$ cat src/rtl/mux_8x1_rr_arbiter.sv
`default_nettype none
// +--------------------------------------------------------------------------+
// | Module   : mux_8x1_rr_arbiter                                            |
// | Purpose  : Round-robin arbiter granting one 8:1 mux datapath to 8 users. |
// | Option   : MUX_ARB_BURST_LIMIT_EN caps a tenure at MAX_BEATS cycles.     |
// | Revision : 1.0                                                           |
// +--------------------------------------------------------------------------+
module mux_8x1_rr_arbiter #(
  parameter int MAX_BEATS = 16
) (
  input  logic       clk,
  input  logic       rst,
  input  logic [7:0] req_i,
  input  logic       done_i,
  output logic [7:0] gnt_o,
  output logic       gnt_valid_o,
  output logic [2:0] sel_o
);

  typedef enum logic [0:0] {
    IDLE  = 1'b0,
    GRANT = 1'b1
  } state_t;

  state_t     state_q, state_d;
  logic [7:0] gnt_q, gnt_d;
  logic       gnt_valid_q, gnt_valid_d;
  logic [2:0] sel_q, sel_d;
  logic [2:0] ptr_q, ptr_d;

  logic       win_found;
  logic [2:0] win_idx;
  logic       beat_limit;

  // Rotating priority search: first requester at or above ptr, modulo 8.
  always_comb begin
    win_found = 1'b0;
    win_idx   = ptr_q;
    for (int k = 0; k < 8; k++) begin
      if (!win_found && req_i[3'(ptr_q + 3'(k))]) begin
        win_found = 1'b1;
        win_idx   = 3'(ptr_q + 3'(k));
      end
    end
  end

`ifdef MUX_ARB_BURST_LIMIT_EN
  logic [7:0] beat_q, beat_d;

  always_comb begin
    beat_d = beat_q;
    if (state_q == IDLE) begin
      beat_d = 8'd0;
    end else begin
      beat_d = beat_q + 8'd1;
    end
  end

  always_ff @(posedge clk) begin
    if (rst) begin
      beat_q <= 8'd0;
    end else begin
      beat_q <= beat_d;
    end
  end

  assign beat_limit = (beat_q == 8'(MAX_BEATS - 1));
`else
  logic [7:0] unused_max_beats;
  assign unused_max_beats = 8'(MAX_BEATS);
  assign beat_limit       = 1'b0;
`endif

  always_comb begin
    state_d     = state_q;
    gnt_d       = gnt_q;
    gnt_valid_d = gnt_valid_q;
    sel_d       = sel_q;
    ptr_d       = ptr_q;
    case (state_q)
      IDLE: begin
        gnt_d       = 8'h00;
        gnt_valid_d = 1'b0;
        if (win_found) begin
          state_d     = GRANT;
          gnt_d       = 8'(1) << win_idx;
          gnt_valid_d = 1'b1;
          sel_d       = win_idx;
          ptr_d       = 3'(win_idx + 3'd1);
        end
      end
      GRANT: begin
        // sel_q holds the grantee index for the whole tenure.
        if (done_i || !req_i[sel_q] || beat_limit) begin
          state_d     = IDLE;
          gnt_d       = 8'h00;
          gnt_valid_d = 1'b0;
        end
      end
      default: begin
        state_d     = IDLE;
        gnt_d       = 8'h00;
        gnt_valid_d = 1'b0;
      end
    endcase
  end

  always_ff @(posedge clk) begin
    if (rst) begin
      state_q     <= IDLE;
      gnt_q       <= 8'h00;
      gnt_valid_q <= 1'b0;
      sel_q       <= 3'd0;
      ptr_q       <= 3'd0;
    end else begin
      state_q     <= state_d;
      gnt_q       <= gnt_d;
      gnt_valid_q <= gnt_valid_d;
      sel_q       <= sel_d;
      ptr_q       <= ptr_d;
    end
  end

  assign gnt_o       = gnt_q;
  assign gnt_valid_o = gnt_valid_q;
  assign sel_o       = sel_q;

endmodule
`default_nettype wire
$ cat config.mk
export PLATFORM = sky130hd
export DESIGN_NAME = mux_8x1_rr_arbiter
export DESIGN_NICKNAME = d
export VERILOG_FILES = /design/src/rtl/mux_8x1_rr_arbiter.sv
export SDC_FILE = /design/constraint.sdc
export NUM_CORES = 1
export LEC_CHECK = 0
export BUFFER_PORTS_ARGS = -buffer_cell sky130_fd_sc_hd__buf_2
export CAP_MARGIN = 10
export CORE_UTILIZATION = 45
export CTS_BUF_LIST = sky130_fd_sc_hd__clkbuf_4 sky130_fd_sc_hd__clkbuf_8
export DETAILED_ROUTE_END_ITERATION = 16
export PLACE_DENSITY = 0.76
export SYNTH_ARGS = -nofsm -noshare
export SYNTH_HDL_FRONTEND = slang
export SYNTH_SLANG_ARGS = --single-unit
export TNS_END_PERCENT = 30
$ cat constraint.sdc
create_clock -name clk -period 4.65 [get_ports clk]
set_input_delay 0.465 -clock clk [delete_from_list [all_inputs] [get_ports clk]]
set_output_delay 0.465 -clock clk [all_outputs]
set_load 0.005 [all_outputs]
==> impl_metrics.env, run 1 <==
export IMPL_p_total_w=0.00145
export IMPL_worst_path_buf_inv=3
export IMPL_p_per_area_nw_per_um2=784
export IMPL_overflow=0
export IMPL_insertion_delay_ps=250
export IMPL_syn_avg_cell_area_um2=10.0
export IMPL_status="completed"
export IMPL_wl_per_cell_um=16.7
export IMPL_ant_nets=0
export IMPL_grt_max_degree=19
export IMPL_synthCells=167
export IMPL_ys_seq_area_share_pct=19.2
export IMPL_grt_pass1_vias=1376
export IMPL_required_ps=4780
export IMPL_post_route_period_util_pct=80.1
export IMPL_synth_seq_cells=16
export IMPL_dp_hpwl_um=3040
export IMPL_leakagePower_nw=0.740
export IMPL_tns_ps=0
export IMPL_clockRootBuffer="clkbuf_8"
export IMPL_area_delta_synth_final_pct=10.6
export IMPL_drt_pass1_iterations=4
export IMPL_die_area_um2=3960
export IMPL_initial_core_util_pct=48.6
export IMPL_ctsHoldBuffers=0
export IMPL_critical_path_top_delay_family="multiplexers"
export IMPL_peakVddDrop_v=0.000547
export IMPL_arrival_ps=3850
export IMPL_wl_um=3900
export IMPL_rsz0062_at_grt="no"
export IMPL_drive_gt1_share_pct=32.6
export IMPL_path_clk_slew_ps=60
export IMPL_nNetsFinal=204
export IMPL_antennaDiodeCount=0
export IMPL_synth_distinct_cells=63
export IMPL_row_count=21
export IMPL_worstSetupPathType="reg2reg"
export IMPL_drtIter0Drc=73
export IMPL_cap_violations=0
export IMPL_cp_cell_sequence="buf_4, inv_1, ha_1, mux4_2, mux2_4, o22a_4, or3_4, o21ai_1, nand2b_1, inv_1, ha_1, a21oi_1, nor2_1"
export IMPL_max_freq_ghz=0.268
export IMPL_start_kind="register"
export IMPL_setup_viol_count_final=0
export IMPL_clock_skew_ps=3.21
export IMPL_min_period_ps=3720
export IMPL_drc=0
export IMPL_die_x_um=63.0
export IMPL_io_buffers=22
export IMPL_fill_cells=305
export IMPL_crit_slowest_cell="mux4_2"
export IMPL_avgViaCountPerCell=6.12
export IMPL_grt_pass1_wl_um=6730
export IMPL_core_um2=3440
export IMPL_cp_max_fo=11
export IMPL_antenna_found_initial=0
export IMPL_clockBufferDepth=2
export IMPL_slowest_delay_ps=600
export IMPL_numCtsBuffers=3
export IMPL_finalHoldViolCount=0
export IMPL_slew_violations=0
export IMPL_pre_cts_ws_ps=942
export IMPL_yosys_most_used_dff="dfxtp_1"
export IMPL_post_cts_buffers=0
export IMPL_fin_ws_ps=926
export IMPL_synth_async_reset_ratio_pct=0
export IMPL_max_slew_margin_pct=28.1
export IMPL_gp_congestion=0.901
export IMPL_fp_dieH_um=63.0
export IMPL_syn_area_um2=1670
export IMPL_postCtsResizedCells=0
export IMPL_clock_sinks=16
export IMPL_yosys_warnings=0
export IMPL_worst_pin_slew_ps=1080
export IMPL_cp_end_kind="register"
export IMPL_cts_tree="yes"
export IMPL_track_usage_pct=21.7
export IMPL_synth_edff_count=0
export IMPL_syn_nets=183
export IMPL_min_path_type="reg2reg"
export IMPL_dr_total_vias=1425
export IMPL_htreeDepth=1
export IMPL_ioPinCount=23
## tightest hold or removal path: cells and delay by family (launching register included)
| family | cells | cell delay, ps |
|---|---|---|
| flops | 1 | 310 |
| compound gates | 1 | 50 |
| simple gates | 1 | 50 |
## logic make-up (layout without fill, tap and decap cells)
logic type | after synthesis | after routing | share of synthesized area, %
simple gates | 53 | 53 | 19.0
compound gates | 49 | 49 | 24.2
mux | 24 | 24 | 26.5
buf+inv | 17 | 37 | 5.84
flops | 16 | 16 | 19.2
fa+ha+maj | 5 | 5 | 3.74
xor+xnor | 3 | 3 | 1.57
## report_power, final
group	internal (W)	switching [W]
clock network	0.0000751	0.0000465
logic	0.000491	0.000615
registers	0.000184	0.0000368
## sequential cells by signal (all words and copies together), names as in the netlist
signal	cells
state_q	1
ptr_q	3
sel_o	3
gnt_valid_o	1
gnt_o	8
## synthesized netlist by cell type, types with 3 or more instances
library cell	n	share of area (%)
mux2i_1	3	1.8
o221ai_1	3	1.6
mux2_4	3	2.7
inv_1	7	1.6
nand2_1	7	1.6
mux2_2	4	2.7
mux4_2	7	9.4
nor2_1	16	3.6
xnor2_1	3	1.6
a21oi_1	14	4.2
nand3b_1	3	1.3
dfxtp_1	16	19
nand3_1	4	1.2
a32oi_1	3	1.6
ha_1	5	3.7
mux4_1	5	7.9
nand2b_1	5	1.9
## layout make-up
class	count	area, um2	area share, %
clock buffer	4	55.1	2.98
inverter	9	36.3	1.96
multi-input combinational	134	1250	67.8
sequential	16	320	17.3
tap	46	57.6	3.11
timing repair buffer	24	125	6.77
## path summary, 6_finish.rpt
kind                  from       end  slack, ps  depth (start not counted)
setup / recovery  ptr_q[0]  ptr_q[2]        930                         13
hold / removal    gnt_o[2]  gnt_o[2]        450                          2
hold reg to reg   gnt_o[2]  gnt_o[2]        450                          2
setup reg to reg  ptr_q[0]  ptr_q[2]        930                         13
## routing by layer
layer | routed length (um) | global-route usage, % | share of wire [%] | up-vias
met2 | 1930 | 37.6 | 49 | 34
met4 | 57 | 6.69 | 1.5 | 0
met1 | 1750 | 28.3 | 45 | 681
met3 | 165 | 1.82 | 4.2 | 6
met5 | 0 | 0 | 0 | -
li1 | - | - | - | 704
## cell usage in the layout, fill, tap and decap left out, types with 2 or more instances in the layout
master and instances:
a2111o_1 2, a211oi_2 2, a21oi_1 14, a31oi_1 2, a32oi_1 3, a41o_1 2
buf_2 22, buf_4 2, clkbuf_8 4, dfxtp_1 16, ha_1 5, inv_1 7
mux2_2 4, mux2_4 3, mux2i_1 3, mux4_1 5, mux4_2 7, nand2_1 7
nand2b_1 5, nand2b_4 2, nand3_1 4, nand3b_1 3, nor2_1 16, nor2b_1 2
nor3b_1 2, o211ai_1 2, o221ai_1 3, o22ai_1 2, or2b_1 2, xnor2_1 3
## metrics by stage
stage,area (um2),hold slack (ps),cells,utilization [%]
floorplan,1670,448,167,-
global route,1850,482,233,53.7
detailed placement,1790,445,229,52.1
global placement,1790,440,229,52.1
CTS,1850,454,233,53.7
finish,1850,449,233,53.7
No activity file was read; power rests on OpenSTA's default activity.
==> run 2, diff against run 1 <==
--- a/config.mk
+++ b/config.mk
@@ -10,7 +10,7 @@
 export CORE_UTILIZATION = 45
 export CTS_BUF_LIST = sky130_fd_sc_hd__clkbuf_4 sky130_fd_sc_hd__clkbuf_8
 export DETAILED_ROUTE_END_ITERATION = 16
-export PLACE_DENSITY = 0.76
+export PLACE_DENSITY = 0.78
 export SYNTH_ARGS = -nofsm -noshare
 export SYNTH_HDL_FRONTEND = slang
 export SYNTH_SLANG_ARGS = --single-unit
==> constraint.sdc (replaced) <==
create_clock -name clk -period 3.4 [get_ports clk]
set_input_delay 0.34 -clock clk [delete_from_list [all_inputs] [get_ports clk]]
set_output_delay 0.34 -clock clk [all_outputs]
set_load 0.005 [all_outputs]
==> impl_metrics.env, run 2 (synthesis results as in run 1) <==
export IMPL_required_ps=3530
export IMPL_r2r_end="ptr_q[2]"
export IMPL_finalHoldViolCount=0
export IMPL_drtIter0Drc=53
export IMPL_tns_ps=0
export IMPL_overflow=0
export IMPL_leakagePower_nw=0.755
export IMPL_slowest_delay_ps=560
export IMPL_met3_usage_pct=2.01
export IMPL_start_kind="register"
export IMPL_fp_dieH_um=63.0
export IMPL_cp_end_kind="register"
export IMPL_clock_skew_ps=0.838
export IMPL_clock_sinks=16
export IMPL_min_period_ps=3290
export IMPL_min_path_type="reg2reg"
export IMPL_max_freq_ghz=0.304
export IMPL_crit_slowest_cell="mux4_2"
export IMPL_worst_path_buf_inv=2
export IMPL_peakVddDrop_v=0.000578
export IMPL_top_usage_layer="met2"
export IMPL_slew_violations=0
export IMPL_cp_cell_sequence="inv_1, ha_4, mux4_2, mux2_4, o22a_4, or3_4, o21ai_2, nand2b_4, inv_1, ha_1, a21oi_1, nor2_1"
export IMPL_ioPinCount=23
export IMPL_numCtsBuffers=3
export IMPL_htreeDepth=1
export IMPL_grt_max_degree=18
export IMPL_path_clk_slew_ps=60
export IMPL_die_x_um=63.0
export IMPL_p_per_area_nw_per_um2=1090
export IMPL_clockRootBuffer="clkbuf_8"
export IMPL_initial_core_util_pct=48.6
export IMPL_min_from="gnt_o[2]"
export IMPL_met1_usage_pct=26.8
export IMPL_cp_max_fo=6
export IMPL_row_count=21
export IMPL_die_area_um2=3960
export IMPL_wl_per_cell_um=17.2
export IMPL_drt_pass1_iterations=5
export IMPL_cpMostUsedCell="inv_1"
export IMPL_worst_pin_slew_ps=1040
export IMPL_area_delta_synth_final_pct=13.8
export IMPL_grt_pass1_vias=1424
export IMPL_nNetsFinal=208
export IMPL_layout_commonest_cell="buf_2"
export IMPL_track_usage_pct=21.3
export IMPL_cap_violations=0
export IMPL_worstSetupPathType="reg2reg"
export IMPL_r2r_start="ptr_q[0]"
export IMPL_met2_usage_pct=38.0
export IMPL_wl_um=4070
export IMPL_cts_tree="yes"
export IMPL_core_um2=3440
export IMPL_mostFrequentLayoutCells="22 x buf_2, 16 x nor2_1, 15 x dfxtp_1"
export IMPL_insertion_delay_ps=250
export IMPL_antennaDiodeCount=0
export IMPL_ant_nets=0
export IMPL_clockBufferDepth=2
export IMPL_rr_worst_depth=12
export IMPL_ff_latch_area_um2=322
export IMPL_largest_reg_flops=8
export IMPL_critical_path_top_delay_family="multiplexers"
export IMPL_reg2reg_slack_ps=110
export IMPL_post_route_period_util_pct=96.7
export IMPL_fill_cells=297
export IMPL_status="completed"
export IMPL_max_slew_margin_pct=30.4
export IMPL_gp_congestion=0.952
export IMPL_avgViaCountPerCell=6.30
export IMPL_arrival_ps=3410
export IMPL_multi_input_area_um2=1280
export IMPL_dp_hpwl_um=3020
export IMPL_io_buffers=22
export IMPL_drc=0
export IMPL_ctsHoldBuffers=0
export IMPL_drive_gt1_share_pct=37.7
export IMPL_hold_depth=2
export IMPL_setup_viol_count_final=0
export IMPL_antenna_found_initial=0
export IMPL_min_to="gnt_o[2]"
export IMPL_grt_pass1_wl_um=6760
export IMPL_fin_util_pct=55.3
export IMPL_dr_total_vias=1494
[run 2: metal layers]
layer	wire length, um	share of wire, %	up-vias
met5	0	0	-
met4	57	1.4	0
met3	199	4.9	6
met2	2130	52	60
met1	1690	41	720
li1	-	-	708
[run 2: power breakdown]
group          switching (W)  total [W]  internal (W)
clock              0.0000607   0.000163      0.000103
sequential         0.0000541   0.000307      0.000253
combinational       0.000873    0.00161      0.000740
total               0.000987    0.00208       0.00110
[run 2: worst max path at each step]
stage,from,to,slack [ps],cells past startpoint
after CTS,ptr_q[0],ptr_q[2],110,12
after detailed placement,ptr_q[0],ptr_q[1],150,11
after floorplan,ptr_q[1],ptr_q[2],20,15
after global placement,ptr_q[1],ptr_q[2],200,12
after global routing,ptr_q[0],ptr_q[2],-6,12
final,ptr_q[0],ptr_q[2],110,12
[run 2: per-stage QoR]
step / total power, W / hold slack, ps / std cells / setup WS [ps] / cell area, um2
after floorplan: 0.00156 / 448 / 167 / 23.3 / 1700
after global placement: 0.00183 / 440 / 233 / 204 / 1840
after detailed placement: 0.00185 / 442 / 233 / 152 / 1840
after CTS: 0.00202 / 451 / 237 / 105 / 1890
after global routing: 0.00223 / 481 / 237 / -6.02 / 1900
final: 0.00208 / 448 / 237 / 114 / 1900
[run 2: final cells by class]
class	instances	area share (%)
repair buffers	28	8.15
flip-flops and latches	16	16.9
multi-input cells	134	67.1
clock buffers	4	2.89
inverters	9	1.91
well taps	46	3.02
[run 2: what timing repair did]
action	CTS	global route
setup endpoints to repair	0	3
resized for setup	0	4
buffers inserted	0	0
[run 2: worst register-to-register path, cell delays in order (launching register included)]
cell and delay [ps]:
dfxtp_1 330, inv_1 80, ha_4 300, mux4_2 560, mux2_4 330, o22a_4 280, or3_4 350, o21ai_2 180
nand2b_4 170, inv_1 50, ha_1 290, a21oi_1 170, nor2_1 70
==> run 3, diff against run 2 <==
--- a/config.mk
+++ b/config.mk
@@ -5,12 +5,12 @@
 export SDC_FILE = /design/constraint.sdc
 export NUM_CORES = 1
 export LEC_CHECK = 0
-export BUFFER_PORTS_ARGS = -buffer_cell sky130_fd_sc_hd__buf_2
 export CAP_MARGIN = 10
 export CORE_UTILIZATION = 45
 export CTS_BUF_LIST = sky130_fd_sc_hd__clkbuf_4 sky130_fd_sc_hd__clkbuf_8
 export DETAILED_ROUTE_END_ITERATION = 16
-export PLACE_DENSITY = 0.78
+export DONT_BUFFER_PORTS = 1
+export PLACE_DENSITY = 0.73
 export SYNTH_ARGS = -nofsm -noshare
 export SYNTH_HDL_FRONTEND = slang
 export SYNTH_SLANG_ARGS = --single-unit
==> impl_metrics.env, run 3 (synthesis results as in run 1) <==
export IMPL_max_slew_margin_pct=32.1
export IMPL_initial_core_util_pct=48.6
export IMPL_max_freq_ghz=0.311
export IMPL_grt_max_degree=18
export IMPL_reg2reg_slack_ps=190
export IMPL_min_from="rst"
export IMPL_post_route_period_util_pct=94.5
export IMPL_antennaDiodeCount=0
export IMPL_grt_pass1_vias=1378
export IMPL_status="completed"
export IMPL_clock_skew_ps=1.40
export IMPL_cts_tree="yes"
export IMPL_nNetsFinal=190
export IMPL_ant_nets=0
export IMPL_overflow=0
export IMPL_r2r_start="ptr_q[0]"
export IMPL_numCtsBuffers=3
export IMPL_io_buffers=0
export IMPL_arrival_ps=3360
export IMPL_slew_violations=0
export IMPL_cap_violations=0
export IMPL_drive_gt1_share_pct=31.8
export IMPL_rsz0062_at_grt="no"
export IMPL_p_per_area_nw_per_um2=1130
export IMPL_mostFrequentLayoutCells="16 x nor2_1, 15 x dfxtp_1, 13 x a21oi_1"
export IMPL_drc=0
export IMPL_r2r_end="ptr_q[2]"
export IMPL_core_um2=3440
export IMPL_largest_reg_flops=8
export IMPL_dr_total_vias=1480
export IMPL_peakVddDrop_v=0.000602
export IMPL_fill_cells=296
export IMPL_area_delta_synth_final_pct=10.1
export IMPL_worst_pin_slew_ps=1020
export IMPL_ioPinCount=23
export IMPL_insertion_delay_ps=240
export IMPL_cp_end_kind="register"
export IMPL_tns_ps=0
export IMPL_path_clk_slew_ps=60
export IMPL_rr_worst_depth=12
export IMPL_grt_pass1_wl_um=6650
export IMPL_drtIter0Drc=110
export IMPL_die_x_um=63.0
export IMPL_die_area_um2=3960
export IMPL_min_period_ps=3210
export IMPL_layout_commonest_cell="nor2_1"
export IMPL_track_usage_pct=20.9
export IMPL_required_ps=3540
export IMPL_wl_um=4010
export IMPL_finalHoldViolCount=0
export IMPL_row_count=21
export IMPL_hold_ws_ps=150
export IMPL_hold_depth=1
export IMPL_drt_pass1_iterations=4
export IMPL_ctsHoldBuffers=0
export IMPL_dp_hpwl_um=3070
export IMPL_setup_viol_count_final=0
export IMPL_min_to="ptr_q[1]"
export IMPL_clockBufferDepth=2
export IMPL_cp_max_fo=6
export IMPL_htreeDepth=1
export IMPL_gp_congestion=1.02
export IMPL_wl_per_cell_um=18.3
export IMPL_worstSetupPathType="reg2reg"
export IMPL_leakagePower_nw=0.681
export IMPL_clockRootBuffer="clkbuf_8"
export IMPL_min_path_type="in2reg"
export IMPL_fp_dieH_um=63.0
export IMPL_antenna_found_initial=0
export IMPL_avgViaCountPerCell=6.76
export IMPL_start_kind="register"
export IMPL_clock_sinks=16
-- run 3: changes by cell type in the layout (fill, tap and decap cells not counted), moves of 2 or more --
cell	before	now
buf_2	22	0
buf_4	6	10
mux4_1	3	5
mux4_2	9	7
-- run 3: report_power, final --
| group | internal (W) | leakage [nW] | total (W) | switching, W |
|---|---|---|---|---|
| Clock | 0.000103 | 0.0288 | 0.000167 | 0.0000643 |
| Sequential | 0.000253 | 0.132 | 0.000319 | 0.0000657 |
| Combinational | 0.000740 | 0.521 | 0.00159 | 0.000852 |
| Total | 0.00110 | 0.681 | 0.00208 | 0.000982 |
-- run 3: worst max path at each step --
stage	from	end	slack, ps	depth (start not counted)
2_1_floorplan	ptr_q[1]	ptr_q[2]	20	15
4_1_cts	ptr_q[0]	ptr_q[2]	60	12
5_1_grt	ptr_q[0]	ptr_q[2]	20	13
3_3_place_gp	ptr_q[0]	ptr_q[2]	170	12
6_report	ptr_q[0]	ptr_q[2]	190	12
3_5_place_dp	ptr_q[0]	ptr_q[2]	80	12
-- run 3: metrics by stage --
stage / total power [W] / setup slack (ps) / utilization (%) / cell area [um2] / std cells
after floorplan: 0.00156 / 23.3 / - / 1700 / 167
after CTS: 0.00199 / 60.9 / 52.2 / 1800 / 217
after detailed placement: 0.00182 / 77.9 / 50.6 / 1740 / 213
after global routing: 0.00224 / 21.0 / 53.5 / 1840 / 219
after global placement: 0.00178 / 172 / 50.6 / 1740 / 213
final: 0.00208 / 186 / 53.5 / 1840 / 219
-- run 3: worst max-delay path, cell delays in order, from the launching register on --
cell	delay [ps]
dfxtp_1	350
inv_2	80
ha_4	300
mux4_2	560
mux2_4	330
o22a_4	280
or3_1	400
nand4_1	250
nand2b_4	90
inv_1	60
ha_1	220
a21oi_1	150
nor2_1	50
-- run 3: timing repair --
item / in CTS / in global routing
gates resized for setup: 0 / 6
setup endpoints to repair: 0 / 7
buffers inserted: 0 / 2
endpoints found under the hold margin: 0 / 0
-- run 3: per-layer routing --
| layer | global-route usage (%) | up-vias | share of wire [%] |
|---|---|---|---|
| met5 | 0 | - | 0 |
| met4 | 7.27 | 0 | 2.3 |
| met1 | 27.0 | 748 | 43 |
| met3 | 3.65 | 10 | 4.9 |
| li1 | - | 669 | - |
| met2 | 34.8 | 53 | 49 |
-- run 3: area by class of cell --
class | count | area [um2] | area share (%)
clock buffer | 4 | 55.1 | 2.99
timing repair buffer | 10 | 75.1 | 4.08
tap | 46 | 57.6 | 3.13
multi-input combinational | 134 | 1290 | 70.4
sequential | 16 | 322 | 17.5
inverter | 9 | 36.3 | 1.97
